File: src/rtl/trap_hazard_ctrl.sv
// trap_hazard_ctrl: pipeline hazard_signal, exception side pipe and registered trap outputs.
// Optional MMU-stall watchdog is compiled in with `define HAZARD_WDOG_EN.
module trap_hazard_ctrl #(
  parameter int XLEN          = 32,
  parameter int NUM_STAGES    = 3,
  parameter int NUM_STALL_SRC = 2,
  parameter int WDOG_CYCLES   = 1024
) (
  input  logic                     clk,
  input  logic                     rst,
  input  logic [4:0]               IFrs1,
  input  logic [4:0]               IFrs2,
  input  logic [4:0]               IDrd,
  input  logic                     IDmemRead,
  input  logic                     PCSel,
  input  logic                     csr_branch_signal,
  input  logic                     jump_taken,
  input  logic [NUM_STALL_SRC-1:0] stall_src,
  input  logic                     fetch_exc_valid,
  input  logic [4:0]               fetch_exc_cause,
  input  logic [XLEN-1:0]          fetch_exc_tval,
  input  logic                     invalid_inst,
  input  logic [31:0]              faulting_inst_i,
  input  logic                     dmem_load_fault,
  input  logic                     dmem_store_fault,
  input  logic [XLEN-1:0]          dmem_fault_va,
  output logic [3:0]               hazard_signal,
  output logic                     trap_valid,
  output logic [4:0]               trap_cause,
  output logic [XLEN-1:0]          trap_tval,
  output logic                     stall_timeout
);

  localparam logic [3:0] HS_DN       = 4'd0;
  localparam logic [3:0] STALL_EARLY = 4'd1;
  localparam logic [3:0] STALL_MMU   = 4'd2;
  localparam logic [3:0] FLUSH_EARLY = 4'd3;
  localparam logic [3:0] FLUSH_ALL   = 4'd4;
  localparam int         LAST        = NUM_STAGES - 1;

  localparam logic [4:0] CAUSE_ILLEGAL = 5'd2;
  localparam logic [4:0] CAUSE_LD_PF   = 5'd13;
  localparam logic [4:0] CAUSE_ST_PF   = 5'd15;

  logic            slot_vld   [NUM_STAGES];
  logic [4:0]      slot_cause [NUM_STAGES];
  logic [XLEN-1:0] slot_tval  [NUM_STAGES];
  logic [31:0]     slot_inst  [NUM_STAGES];

  logic            nxt_vld    [NUM_STAGES];
  logic [4:0]      nxt_cause  [NUM_STAGES];
  logic [XLEN-1:0] nxt_tval   [NUM_STAGES];
  logic [31:0]     nxt_inst   [NUM_STAGES];

  logic            ent_vld;
  logic [4:0]      ent_cause;
  logic [XLEN-1:0] ent_tval;
  logic [31:0]     ent_inst;

  logic            trap_req;
  logic [4:0]      req_cause;
  logic [XLEN-1:0] req_tval;
  logic            load_use;

  // Oldest faulting instruction first; the registered pulse masks the drain cycle
  always_comb begin
    trap_req  = 1'b0;
    req_cause = '0;
    req_tval  = '0;
    if (slot_vld[LAST]) begin
      trap_req  = 1'b1;
      req_cause = slot_cause[LAST];
      req_tval  = slot_tval[LAST];
    end else if (dmem_load_fault) begin
      trap_req  = 1'b1;
      req_cause = CAUSE_LD_PF;
      req_tval  = dmem_fault_va;
    end else if (dmem_store_fault) begin
      trap_req  = 1'b1;
      req_cause = CAUSE_ST_PF;
      req_tval  = dmem_fault_va;
    end
    if (trap_valid) trap_req = 1'b0;
  end

  assign load_use = IDmemRead && (IDrd != 5'd0) && ((IDrd == IFrs1) || (IDrd == IFrs2));

  always_comb begin
    if (PCSel || csr_branch_signal || trap_req) hazard_signal = FLUSH_ALL;
    else if (jump_taken)                        hazard_signal = FLUSH_EARLY;
    else if (|stall_src)                        hazard_signal = STALL_MMU;
    else if (load_use)                          hazard_signal = STALL_EARLY;
    else                                        hazard_signal = HS_DN;
  end

  // An older fetch fault in slot 0 outranks the decoder's illegal-instruction flag
  assign ent_vld   = slot_vld[0] | invalid_inst;
  assign ent_cause = slot_vld[0] ? slot_cause[0] : CAUSE_ILLEGAL;
  assign ent_tval  = slot_vld[0] ? slot_tval[0]  : XLEN'(faulting_inst_i);
  assign ent_inst  = slot_vld[0] ? slot_inst[0]  : faulting_inst_i;

  always_comb begin
    for (int k = 0; k < NUM_STAGES; k++) begin
      nxt_vld[k]   = slot_vld[k];
      nxt_cause[k] = slot_cause[k];
      nxt_tval[k]  = slot_tval[k];
      nxt_inst[k]  = slot_inst[k];
    end
    case (hazard_signal)
      HS_DN, FLUSH_EARLY: begin
        nxt_vld[0]   = (hazard_signal == HS_DN) && fetch_exc_valid;
        nxt_cause[0] = fetch_exc_cause;
        nxt_tval[0]  = fetch_exc_tval;
        nxt_inst[0]  = '0;
        nxt_vld[1]   = ent_vld;
        nxt_cause[1] = ent_cause;
        nxt_tval[1]  = ent_tval;
        nxt_inst[1]  = ent_inst;
        for (int k = 2; k < NUM_STAGES; k++) begin
          nxt_vld[k]   = slot_vld[k-1];
          nxt_cause[k] = slot_cause[k-1];
          nxt_tval[k]  = slot_tval[k-1];
          nxt_inst[k]  = slot_inst[k-1];
        end
      end
      STALL_EARLY: begin
        nxt_vld[1] = 1'b0;
        for (int k = 2; k < NUM_STAGES; k++) begin
          nxt_vld[k]   = slot_vld[k-1];
          nxt_cause[k] = slot_cause[k-1];
          nxt_tval[k]  = slot_tval[k-1];
          nxt_inst[k]  = slot_inst[k-1];
        end
      end
      FLUSH_ALL: begin
        for (int k = 0; k < NUM_STAGES; k++) nxt_vld[k] = 1'b0;
      end
      default: ;
    endcase
  end

  // Slot state boundary: valids are reset, payload follows its valid
  always_ff @(posedge clk) begin
    for (int k = 0; k < NUM_STAGES; k++) begin
      if (rst) slot_vld[k] <= 1'b0;
      else     slot_vld[k] <= nxt_vld[k];
    end
  end

  always_ff @(posedge clk) begin
    for (int k = 0; k < NUM_STAGES; k++) begin
      slot_cause[k] <= nxt_cause[k];
      slot_tval[k]  <= nxt_tval[k];
      slot_inst[k]  <= nxt_inst[k];
    end
  end

  // Trap output boundary
  always_ff @(posedge clk) begin
    if (rst) begin
      trap_valid <= 1'b0;
      trap_cause <= '0;
      trap_tval  <= '0;
    end else begin
      trap_valid <= trap_req;
      trap_cause <= trap_req ? req_cause : 5'd0;
      trap_tval  <= trap_req ? req_tval  : '0;
    end
  end

  logic unused_inst;
  assign unused_inst = ^slot_inst[LAST];

`ifdef HAZARD_WDOG_EN
  localparam int CNT_W = $clog2(WDOG_CYCLES + 1);
  logic [CNT_W-1:0] wdog_cnt;

  always_ff @(posedge clk) begin
    if (rst) begin
      wdog_cnt      <= '0;
      stall_timeout <= 1'b0;
    end else if (hazard_signal == STALL_MMU) begin
      if (wdog_cnt != CNT_W'(WDOG_CYCLES)) wdog_cnt <= wdog_cnt + 1'b1;
      if (wdog_cnt >= CNT_W'(WDOG_CYCLES - 1)) stall_timeout <= 1'b1;
    end else begin
      wdog_cnt <= '0;
    end
  end
`else
  assign stall_timeout = 1'b0;
`endif

endmodule
File: config.mk
export PLATFORM = sky130hd
export DESIGN_NAME = trap_hazard_ctrl
export DESIGN_NICKNAME = d
export VERILOG_FILES = /design/src/rtl/trap_hazard_ctrl.sv
export SDC_FILE = /design/constraint.sdc
export NUM_CORES = 1
export LEC_CHECK = 0
export ABC_AREA = 1
export BUFFER_PORTS_ARGS = -buffer_cell sky130_fd_sc_hd__buf_4
export CORE_AREA = 2 2 104 106
export DETAILED_ROUTE_END_ITERATION = 7
export DIE_AREA = 0 0 106 108
export GPL_ROUTABILITY_DRIVEN = 0
export PLACE_DENSITY = 0.93
export SKIP_LAST_GASP = 1
export SYNTH_ARGS = -nofsm -noshare
export SYNTH_HDL_FRONTEND = slang
export SYNTH_SLANG_ARGS = --single-unit
export TNS_END_PERCENT = 1
File: constraint.sdc
create_clock -name clk -period 7.1 [get_ports clk]
set_clock_uncertainty 0.1 [all_clocks]
set_input_delay 0.71 -clock clk [delete_from_list [all_inputs] [get_ports clk]]
set_output_delay 0.71 -clock clk [all_outputs]
set_load 0.03 [all_outputs]
==> impl_metrics.ini, run 1 <==
[min_path]
hp-class = in2reg
hold_end = slot_tval[0][13]$_DFFE_PP_
whs_path_depth = 1
worstHoldStart = fetch_exc_tval[13]

[yosys]
synth.area.top_cells = edfxtp_1, dfxtp_1, nand2_1, nand3_1, a21oi_1
yosys.cell_types.count = 27
ys_ff_latch = 152
syn_area_um2 = 5564
async_flop_share_pct = 0
synth_area_leader_cell = edfxtp_1
avgSynthCellArea_um2 = 11.71
syn_inst = 475
yosys_warnings = 0
seq_area_frac_synth_pct = 74.66
synth-edff-count = 111
ys.flop_type = edfxtp_1
synth_top_area_share_pct = 59.91

[setup_path]
critPathTopFamily = flip-flops
cp_num_cells = 6
r2r-start = slot_vld[2]$_SDFFE_PP0P_
reg2reg_depth = 5
cp_max_fo = 37
critPathRequiredTime_ns = 6.29
slowest_stage = dfxtp_1
cp-end-kind = primary output
path_cells = o21bai_4, nand2_4, clkinv_4, nand2_1, inv_1, buf_4
startpoint_type = flop
arrival_ns = 2.30
path_buf_inv = 3
critPathKind = reg2out
cp_slowest_stage_delay_ns = 1.11
regToRegSetupSlack_ns = 4.39
reg2reg_to = slot_tval[0][10]$_DFFE_PP_

[run_status]
outcome = finished clean

[power]
clkPwrFrac_pct = 41.9
swShare_pct = 21.59
internal_power_mw = 1.557
switching_power_mw = 0.4286
p_leak_nw = 3.195
p_per_area_nw_per_um2 = 266.1
p_comb_share_pct = 8.1
peakVddDrop_v = 0.0001811
pwr-share-seq_pct = 49.9
total_power_mw = 1.985

[clocking]
cts.clk_slew.worst_paths_ns = 0.06
numCtsBuffers = 17
clockRootBuffer = clkbuf_8
clk_latency_ns = 0.53
cts_setup_buffers = 0
cts_tree = done
cts_max_path_buffers = 2
htreeDepth = 4
clock-sinks = 152
cts_hold_buf = 0
cts_resized = 0

[final_layout]
fillers = 637
final_nets = 771
regArea_um2 = 4154
fin_util_pct = 72.92
drive_gt1_share_pct = 31.86
syn2layout_area_growth_pct = 34.09
diodes = 0
fin_area_um2 = 7461
multi_input_area_um2 = 1197

[global_route]
grt_pass1_wl_mm = 18.84
grt_overflow = 0
grt_pass1_vias = 3931
grt_max_degree = 75
grt_usage_pct = 21.95
antenna_found_initial = 0

[detailed_routing]
routedWlPerCell_um = 15.16
drtIter0Drc = 320
routed_via_density = 4.934
firstDrtPassIters = 5
drt.antenna.violating_nets = 0
drc = 0
vias = 3908
wl_mm = 12.01

[sta]
rsz0062_at_grt = no
worstMarginPinSlew_ns = 1.200
setup_viol = 0
fin_ws_ns = 3.986
slew-limit-headroom_pct = 19.87
tns_ns = 0
slew_violations = 0
finalHoldViolCount = 0
layout_min_cycle_time_ns = 3.114
max_freq_ghz = 0.3211
fin_crit_sh_pct = 43.86

[floorplanning]
dieArea_um2 = 11450
die_w_um = 106
start_util_pct = 54.38
io-pin-count = 171
die_h_um = 108
core.rowCount = 37
core_area_um2 = 10230

[job]
cap_violations = 0

[place]
dpl_cell_area_um2 = 6908
dp_worst_setup_slack_ns = 4.043
dpl.hpwl_mm = 8.505
numPortBuffers = 168
-- how the worst max path moves through the flow --
stage | slack (ns) | to | start
2_1_floorplan | 3.43 | slot_cause[0][0]$_DFFE_PP_ | dmem_store_fault
3_3_place_gp | 4.16 | slot_tval[0][11]$_DFFE_PP_ | dmem_store_fault
3_5_place_dp | 4.04 | slot_tval[0][18]$_DFFE_PP_ | dmem_store_fault
4_1_cts | 4.00 | hazard_signal[0] | slot_vld[2]$_SDFFE_PP0P_
5_1_grt | 3.79 | hazard_signal[0] | slot_vld[2]$_SDFFE_PP0P_
6_report | 3.99 | hazard_signal[0] | slot_vld[2]$_SDFFE_PP0P_
-- sequential cells by signal (all words and copies together), names as in the netlist --
register and count:
slot_vld 3, trap_valid 1, slot_tval 96, trap_cause 5, slot_cause 15, trap_tval 32
-- per-stage QoR --
step                      cells  hold WS, ns
after global placement      760       0.3030
after detailed placement    760       0.3045
after CTS                   792       0.2432
after floorplan             476       0.3003
after global routing        792       0.2313
final                       792       0.2548
-- layout make-up --
class,count,area share (%)
Timing Repair Buffer,171,17.21
Clock buffer,20,5.702
Sequential cell,152,55.68
Inverter,26,1.375
Tap cell,136,2.281
Multi-Input combinational cell,275,16.05
Clock inverter,12,1.711
-- worst reg2reg max path: cells and delay by family, from the launching register on --
| kind | cells | cell delay (ns) |
|---|---|---|
| flip-flops | 1 | 1.11 |
| AND/OR/NAND/NOR | 4 | 0.84 |
| AO/OA/AOI/OAI | 1 | 0.15 |
-- power groups by stage --
stage	Clock [mW]	Sequential [mW]	Combinational, mW
2_1_floorplan	0	1.03	0.0535
6_report	0.832	0.991	0.162
3_5_place_dp	0	1.01	0.160
4_1_cts	0.842	0.991	0.162
3_3_place_gp	0	1.01	0.154
5_1_grt	0.885	0.994	0.174
-- layer usage --
layer  routed length [um]  track usage, %
met1                 4888           27.15
met2                 5968           34.84
met3                  667           6.088
met4                  482           13.16
met5                    0               0
-- Yosys cell counts, types with 2 or more instances --
cell type,count
xnor2_1,2
dfxtp_1,41
a21oi_1,35
edfxtp_1,111
buf_6,3
inv_1,22
inv_2,2
nor2_1,23
clkbuf_1,16
nand3_1,37
nand2_1,163
o21ai_0,3
buf_4,3
-- cells by family after synthesis --
| group | share of synthesized area (%) |
|---|---|
| AND/OR/NAND/NOR | 16.82 |
| buffers and inverters | 4.025 |
| AO/OA/AOI/OAI | 4.115 |
| XOR/XNOR | 0.3149 |
| other | 0.06740 |
| flip-flops | 74.66 |
-- layout by cell type, fill, tap and decap left out, drive strengths merged --
cell type,instances
a21oi,35
nand2,164
bufinv,2
clkinv,8
conb,2
a211oi,1
xnor2,2
nand3,38
dfxtp,41
inv,25
edfxtp,111
nand4,1
or2,2
buf,171
nor2,24
and3,1
clkbuf,20
clkinvlp,3
o21ai,3
o21bai,2
Note: power is estimated with default switching activity, not from simulation.
==> run 2, diff against run 1 <==
--- a/config.mk
+++ b/config.mk
@@ -7,11 +7,11 @@
 export LEC_CHECK = 0
 export ABC_AREA = 1
 export BUFFER_PORTS_ARGS = -buffer_cell sky130_fd_sc_hd__buf_4
-export CORE_AREA = 2 2 104 106
+export CORE_AREA = 2 2 108 110
 export DETAILED_ROUTE_END_ITERATION = 7
-export DIE_AREA = 0 0 106 108
+export DIE_AREA = 0 0 110 112
 export GPL_ROUTABILITY_DRIVEN = 0
-export PLACE_DENSITY = 0.93
+export PLACE_DENSITY = 0.88
 export SKIP_LAST_GASP = 1
 export SYNTH_ARGS = -nofsm -noshare
 export SYNTH_HDL_FRONTEND = slang
==> constraint.sdc (replaced) <==
create_clock -name clk -period 3.2 [get_ports clk]
set_clock_uncertainty 0.1 [all_clocks]
set_input_delay 0.32 -clock clk [delete_from_list [all_inputs] [get_ports clk]]
set_output_delay 0.32 -clock clk [all_outputs]
set_load 0.03 [all_outputs]
==> impl_metrics.ini, run 2 (same netlist as run 1, synthesis figures left out) <==
[power]
p_comb_share_pct = 9.1
total_power_mw = 4.454
pwr-share-seq_pct = 49.3
switching_power_mw = 1.007
clkPwrFrac_pct = 41.6
p_per_area_nw_per_um2 = 565.3
p_leak_nw = 3.360
peakVddDrop_v = 0.0004384
internal_power_mw = 3.447
swShare_pct = 22.61

[sta]
max_freq_ghz = 0.4899
slew-limit-headroom_pct = 39.08
setup_viol = 0
rsz0062_at_grt = no
fin_crit_sh_pct = 63.79
slew_violations = 0
hold_slack_ns = 0.06733
tns_ns = 0
finalHoldViolCount = 0
layout_min_cycle_time_ns = 2.041
fin_ws_ns = 1.159
worstMarginPinSlew_ns = 0.9082

[floorplanning]
core.rowCount = 39
die_h_um = 112
io-pin-count = 171
die_w_um = 110
dieArea_um2 = 12320
core_area_um2 = 11170
start_util_pct = 49.79

[detailed_routing]
drtIter0Drc = 304
drc = 0
drt.antenna.violating_nets = 0
routedWlPerCell_um = 15.88
routed_via_density = 4.884
wl_mm = 13.32
vias = 4098
firstDrtPassIters = 5

[clocking]
cts_tree = done
cts_max_path_buffers = 2
htreeDepth = 4
cts_setup_buffers = 0
numCtsBuffers = 17
cts.clk_slew.worst_paths_ns = 0.06
clock-sinks = 152
clk_latency_ns = 0.42
clockRootBuffer = clkbuf_16

[run_status]
outcome = finished clean

[setup_path]
regToRegSetupSlack_ns = 1.16
cp_max_fo = 38
r2r-start = slot_vld[2]$_SDFFE_PP0P_
reg2reg_to = slot_tval[0][14]$_DFFE_PP_
cp-end-kind = flop
critPathRequiredTime_ns = 3.21
startpoint_type = flop
reg2reg_depth = 6
critPathKind = reg2reg
arrival_ns = 2.05

[min_path]
whs_path_depth = 3
hp-class = in2reg
worstHoldStart = faulting_inst_i[27]
hold_end = slot_tval[0][59]$_DFFE_PP_

[global_route]
grt_pass1_wl_mm = 20.72
grt_overflow = 0
grt_max_degree = 39
grt_pass1_vias = 4224
grt_usage_pct = 22.52
antenna_found_initial = 0

[final_layout]
drive_gt1_share_pct = 30.75
largest_register = slot_tval
diodes = 0
stdcell_count = 839
fin_util_pct = 70.51
reg.largest.list = slot_tval (96), trap_tval (32), slot_cause (15)
final_nets = 811
largest_register_ff_count = 96
final_cell_mix = buf_4, nand2_1, edfxtp_1
mostFrequentLayoutCell = buf_4
fin_area_um2 = 7879
syn2layout_area_growth_pct = 41.60

[job]
cap_violations = 0

[place]
dpl_cell_area_um2 = 6944
dp_worst_setup_slack_ns = 0.7642
numPortBuffers = 168
dp_cells = 769
dpl.hpwl_mm = 8.765
==> run 2: changes by cell type in the layout (fill, tap and decap cells not counted) <==
| cell | previous run | this run |
|---|---|---|
| clkbuf_16 | 16 | 17 |
| clkbuf_8 | 1 | 0 |
| inv_6 | 1 | 3 |
| clkinv_4 | 3 | 2 |
| bufinv_16 | 2 | 1 |
| clkbuf_1 | 3 | 0 |
| buf_12 | 0 | 1 |
| dlygate4sd3_1 | 0 | 38 |
| buf_4 | 171 | 172 |
| clkinvlp_4 | 3 | 6 |
==> run 2: power by group through the flow <==
| stage | Sequential (mW) | Combinational [mW] | Clock [mW] |
|---|---|---|---|
| after floorplan | 2.28 | 0.119 | 0 |
| after global placement | 2.23 | 0.350 | 0 |
| after detailed placement | 2.24 | 0.363 | 0 |
| after CTS | 2.20 | 0.401 | 1.88 |
| after global routing | 2.20 | 0.434 | 1.97 |
| final | 2.20 | 0.405 | 1.85 |
==> run 2: how the worst max path moves through the flow <==
stage,endpoint,depth (start not counted),from,slack (ns)
CTS,slot_tval[0][55]$_DFFE_PP_,6,slot_vld[2]$_SDFFE_PP0P_,1.17
global route,slot_cause[0][6]$_SDFFCE_PN1P_,2,slot_vld[0]$_SDFFE_PP0P_,1.04
detailed placement,slot_tval[0][3]$_DFFE_PP_,8,dmem_store_fault,0.76
floorplan,slot_cause[0][0]$_DFFE_PP_,7,dmem_store_fault,0.64
finish,slot_tval[0][14]$_DFFE_PP_,6,slot_vld[2]$_SDFFE_PP0P_,1.16
global placement,slot_tval[0][4]$_DFFE_PP_,8,dmem_store_fault,0.88
==> run 2: final cells by class <==
class | instances | area [um^2]
repair buffers | 211 | 1692
clock buffers | 17 | 425.4
multi-input cells | 275 | 1197
fillers | 689 | 3296
clock inverters | 15 | 128.9
inverters | 26 | 102.6
flip-flops and latches | 152 | 4154
well taps | 143 | 178.9
==> run 2: per-layer routing <==
metal	vias to the layer above	share of wire (%)	track usage [%]
met5	-	0	0
li1	2007	-	-
met1	1896	39	27.28
met2	165	53	38.32
met4	0	2.5	8.608
met3	30	5.6	5.679
==> run 2: what timing repair did <==
action	4_1_cts	5_1_grt
endpoints found under the hold margin	39	0
hold buffers	38	0
resized for setup	0	0
==> run 2: worst max-delay path: stages, from the launching register on <==
cell and delay [ns]:
dfxtp_1 0.34, o21bai_4 0.18, nand2_4 0.11, nor2_2 0.13, nand2_1 0.14, nand2_4 0.42, buf_12 0.29
==> run 3, diff against run 2 <==
--- a/config.mk
+++ b/config.mk
@@ -7,11 +7,11 @@
 export LEC_CHECK = 0
 export ABC_AREA = 1
 export BUFFER_PORTS_ARGS = -buffer_cell sky130_fd_sc_hd__buf_4
-export CORE_AREA = 2 2 108 110
+export CORE_AREA = 2 2 113 115
 export DETAILED_ROUTE_END_ITERATION = 7
-export DIE_AREA = 0 0 110 112
+export DIE_AREA = 0 0 115 117
 export GPL_ROUTABILITY_DRIVEN = 0
-export PLACE_DENSITY = 0.88
+export PLACE_DENSITY = 0.85
 export SKIP_LAST_GASP = 1
 export SYNTH_ARGS = -nofsm -noshare
 export SYNTH_HDL_FRONTEND = slang
==> constraint.sdc (replaced) <==
create_clock -name clk -period 1.6 [get_ports clk]
set_clock_uncertainty 0.1 [all_clocks]
set_input_delay 0.16 -clock clk [delete_from_list [all_inputs] [get_ports clk]]
set_output_delay 0.16 -clock clk [all_outputs]
set_load 0.03 [all_outputs]
==> impl_metrics.ini, run 3 (same netlist as run 1, synthesis figures left out) <==
[setup_path]
slowest_stage = dfxtp_2
startpoint_type = flop
timing.critical_path.mode_cell = nand2_4
arrival_ns = 1.66
critPathKind = reg2reg
critPathRequiredTime_ns = 1.62
cp-end-kind = flop
cp_slowest_stage_delay_ns = 0.33
cp_max_fo = 17
critPathTopFamily = simple AND/OR/NAND/NOR gates
path_cells = o21bai_4, nand2_4, buf_4, nor2_4, nand2_4, nand2_8, buf_12
path_buf_inv = 2

[power]
clkPwrFrac_pct = 40.4
swShare_pct = 20.96
p_per_area_nw_per_um2 = 1026
pwr-share-seq_pct = 48.4
internal_power_mw = 7.172
p_leak_nw = 3.800
p_comb_share_pct = 11.2
switching_power_mw = 1.902
peakVddDrop_v = 0.0008403

[detailed_routing]
drtIter0Drc = 321
wl_mm = 14.55
routed_via_density = 4.789
firstDrtPassIters = 5
drc = 0
routedWlPerCell_um = 15.58
drt.antenna.violating_nets = 0
vias = 4473

[sta]
fin_ws_ns = -0.04114
setup_viol = 88
tns_ns = -2.097
fin_crit_sh_pct = 102.6
layout_min_cycle_time_ns = 1.641
finalHoldViolCount = 0
max_freq_ghz = 0.6093
slew_violations = 0
rsz0062_at_grt = yes

[min_path]
hp-class = in2reg

[global_route]
grt_pass1_wl_mm = 22.19
grt_pass1_vias = 4593
antenna_found_initial = 0
grt_usage_pct = 21.87
grt_overflow = 0
grt_max_degree = 38

[floorplanning]
core.rowCount = 41
dieArea_um2 = 13460
die_w_um = 115
start_util_pct = 45.19
die_h_um = 117
core_area_um2 = 12310
io-pin-count = 171

[run_status]
outcome = finished with violations
failed_checks = setup timing

[final_layout]
largest_register_ff_count = 96
drive_gt1_share_pct = 30.10
regArea_um2 = 4156
syn2layout_area_growth_pct = 58.87
reg.largest.list = slot_tval (96), trap_tval (32), slot_cause (15)
diodes = 0
final_nets = 899
mostFrequentLayoutCell = buf_4
fillers = 782
largest_register = slot_tval
multi_input_area_um2 = 1236
final_cell_mix = buf_4, nand2_1, edfxtp_1
fin_area_um2 = 8840

[place]
numPortBuffers = 168
dpl_cell_area_um2 = 7191
dpl.hpwl_mm = 9.109

[clocking]
numCtsBuffers = 17
cts_max_path_buffers = 2
clockRootBuffer = clkbuf_16
clock-sinks = 152
cts_tree = done
cts.clk_slew.worst_paths_ns = 0.06
clk_latency_ns = 0.41
htreeDepth = 4

[job]
cap_violations = 0
-- run 3: changes by cell type in the layout (fill, tap and decap cells not counted), sizes merged --
cell,change
dlygate4sd3,+67
buf,+20
clkinvlp,-5
clkbuf,+4
clkinv,+4
inv,-3
bufinv,+1
-- run 3: worst paths after layout --
check	start	end	slack, ns	cells past startpoint
max	slot_vld[2]$_SDFFE_PP0P_	slot_cause[0][1]$_DFFE_PP_	-0.04	7
min	dmem_store_fault	trap_cause[1]$_SDFF_PP0_	0.05	5
max reg2reg	slot_vld[2]$_SDFFE_PP0P_	slot_cause[0][1]$_DFFE_PP_	-0.04	7
min reg2reg	slot_tval[0][51]$_DFFE_PP_	slot_tval[0][83]$_DFFE_PP_	0.32	0
-- run 3: power groups by stage --
| stage | combinational, mW | sequential, mW | clock (mW) |
|---|---|---|---|
| floorplan | 0.242 | 4.57 | 0 |
| global placement | 0.743 | 4.47 | 0 |
| detailed placement | 0.770 | 4.48 | 0 |
| CTS | 0.987 | 4.39 | 3.71 |
| global route | 1.09 | 4.40 | 3.88 |
| finish | 1.01 | 4.39 | 3.67 |
-- run 3: worst register-to-register path, delay by kind of cell (launching register included) --
| kind | cells | cell delay [ns] |
|---|---|---|
| and+or+nand+nor | 4 | 0.44 |
| DFF | 1 | 0.33 |
| AOI/OAI and AO/OA | 1 | 0.15 |
| buffers and inverters | 2 | 0.34 |
-- run 3: layout make-up --
cell class                      count  share of cell area, %
Clock buffer                       20                  4.940
Tap cell                          150                  2.123
Sequential cell                   152                  47.02
Clock inverter                     12                  1.231
Multi-Input combinational cell    275                  13.98
Inverter                           26                  1.161
Timing Repair Buffer              299                  29.54
-- run 3: stage by stage --
step / cells / hold WS [ns] / setup WS (ns) / power [mW] / utilization (%)
floorplan: 476 / 0.1291 / -0.2097 / 4.808 / -
global placement: 795 / 0.2387 / -0.1547 / 5.214 / 58.40
detailed placement: 795 / 0.2395 / -0.1939 / 5.246 / 58.40
CTS: 933 / 0.008221 / -0.03082 / 9.095 / 71.57
global route: 934 / 0.06605 / -0.08899 / 9.370 / 71.80
finish: 934 / 0.05193 / -0.04114 / 9.074 / 71.80
-- run 3: metal layers --
layer / track usage [%] / wire (um) / up-vias
met5: 0 / 0 / -
met4: 10.20 / 453 / 0
met3: 3.862 / 705 / 41
met2: 38.86 / 7570 / 186
met1: 26.04 / 5823 / 2066
li1: - / - / 2180
-- run 3: timing repair --
item,4_1_cts,5_1_grt
hold buffers,105,0
setup endpoints to repair,3,119
buffers inserted,1,0
resized for setup,5,1
endpoints found under the hold margin,107,0
cloned,0,1
pin swaps,2,1
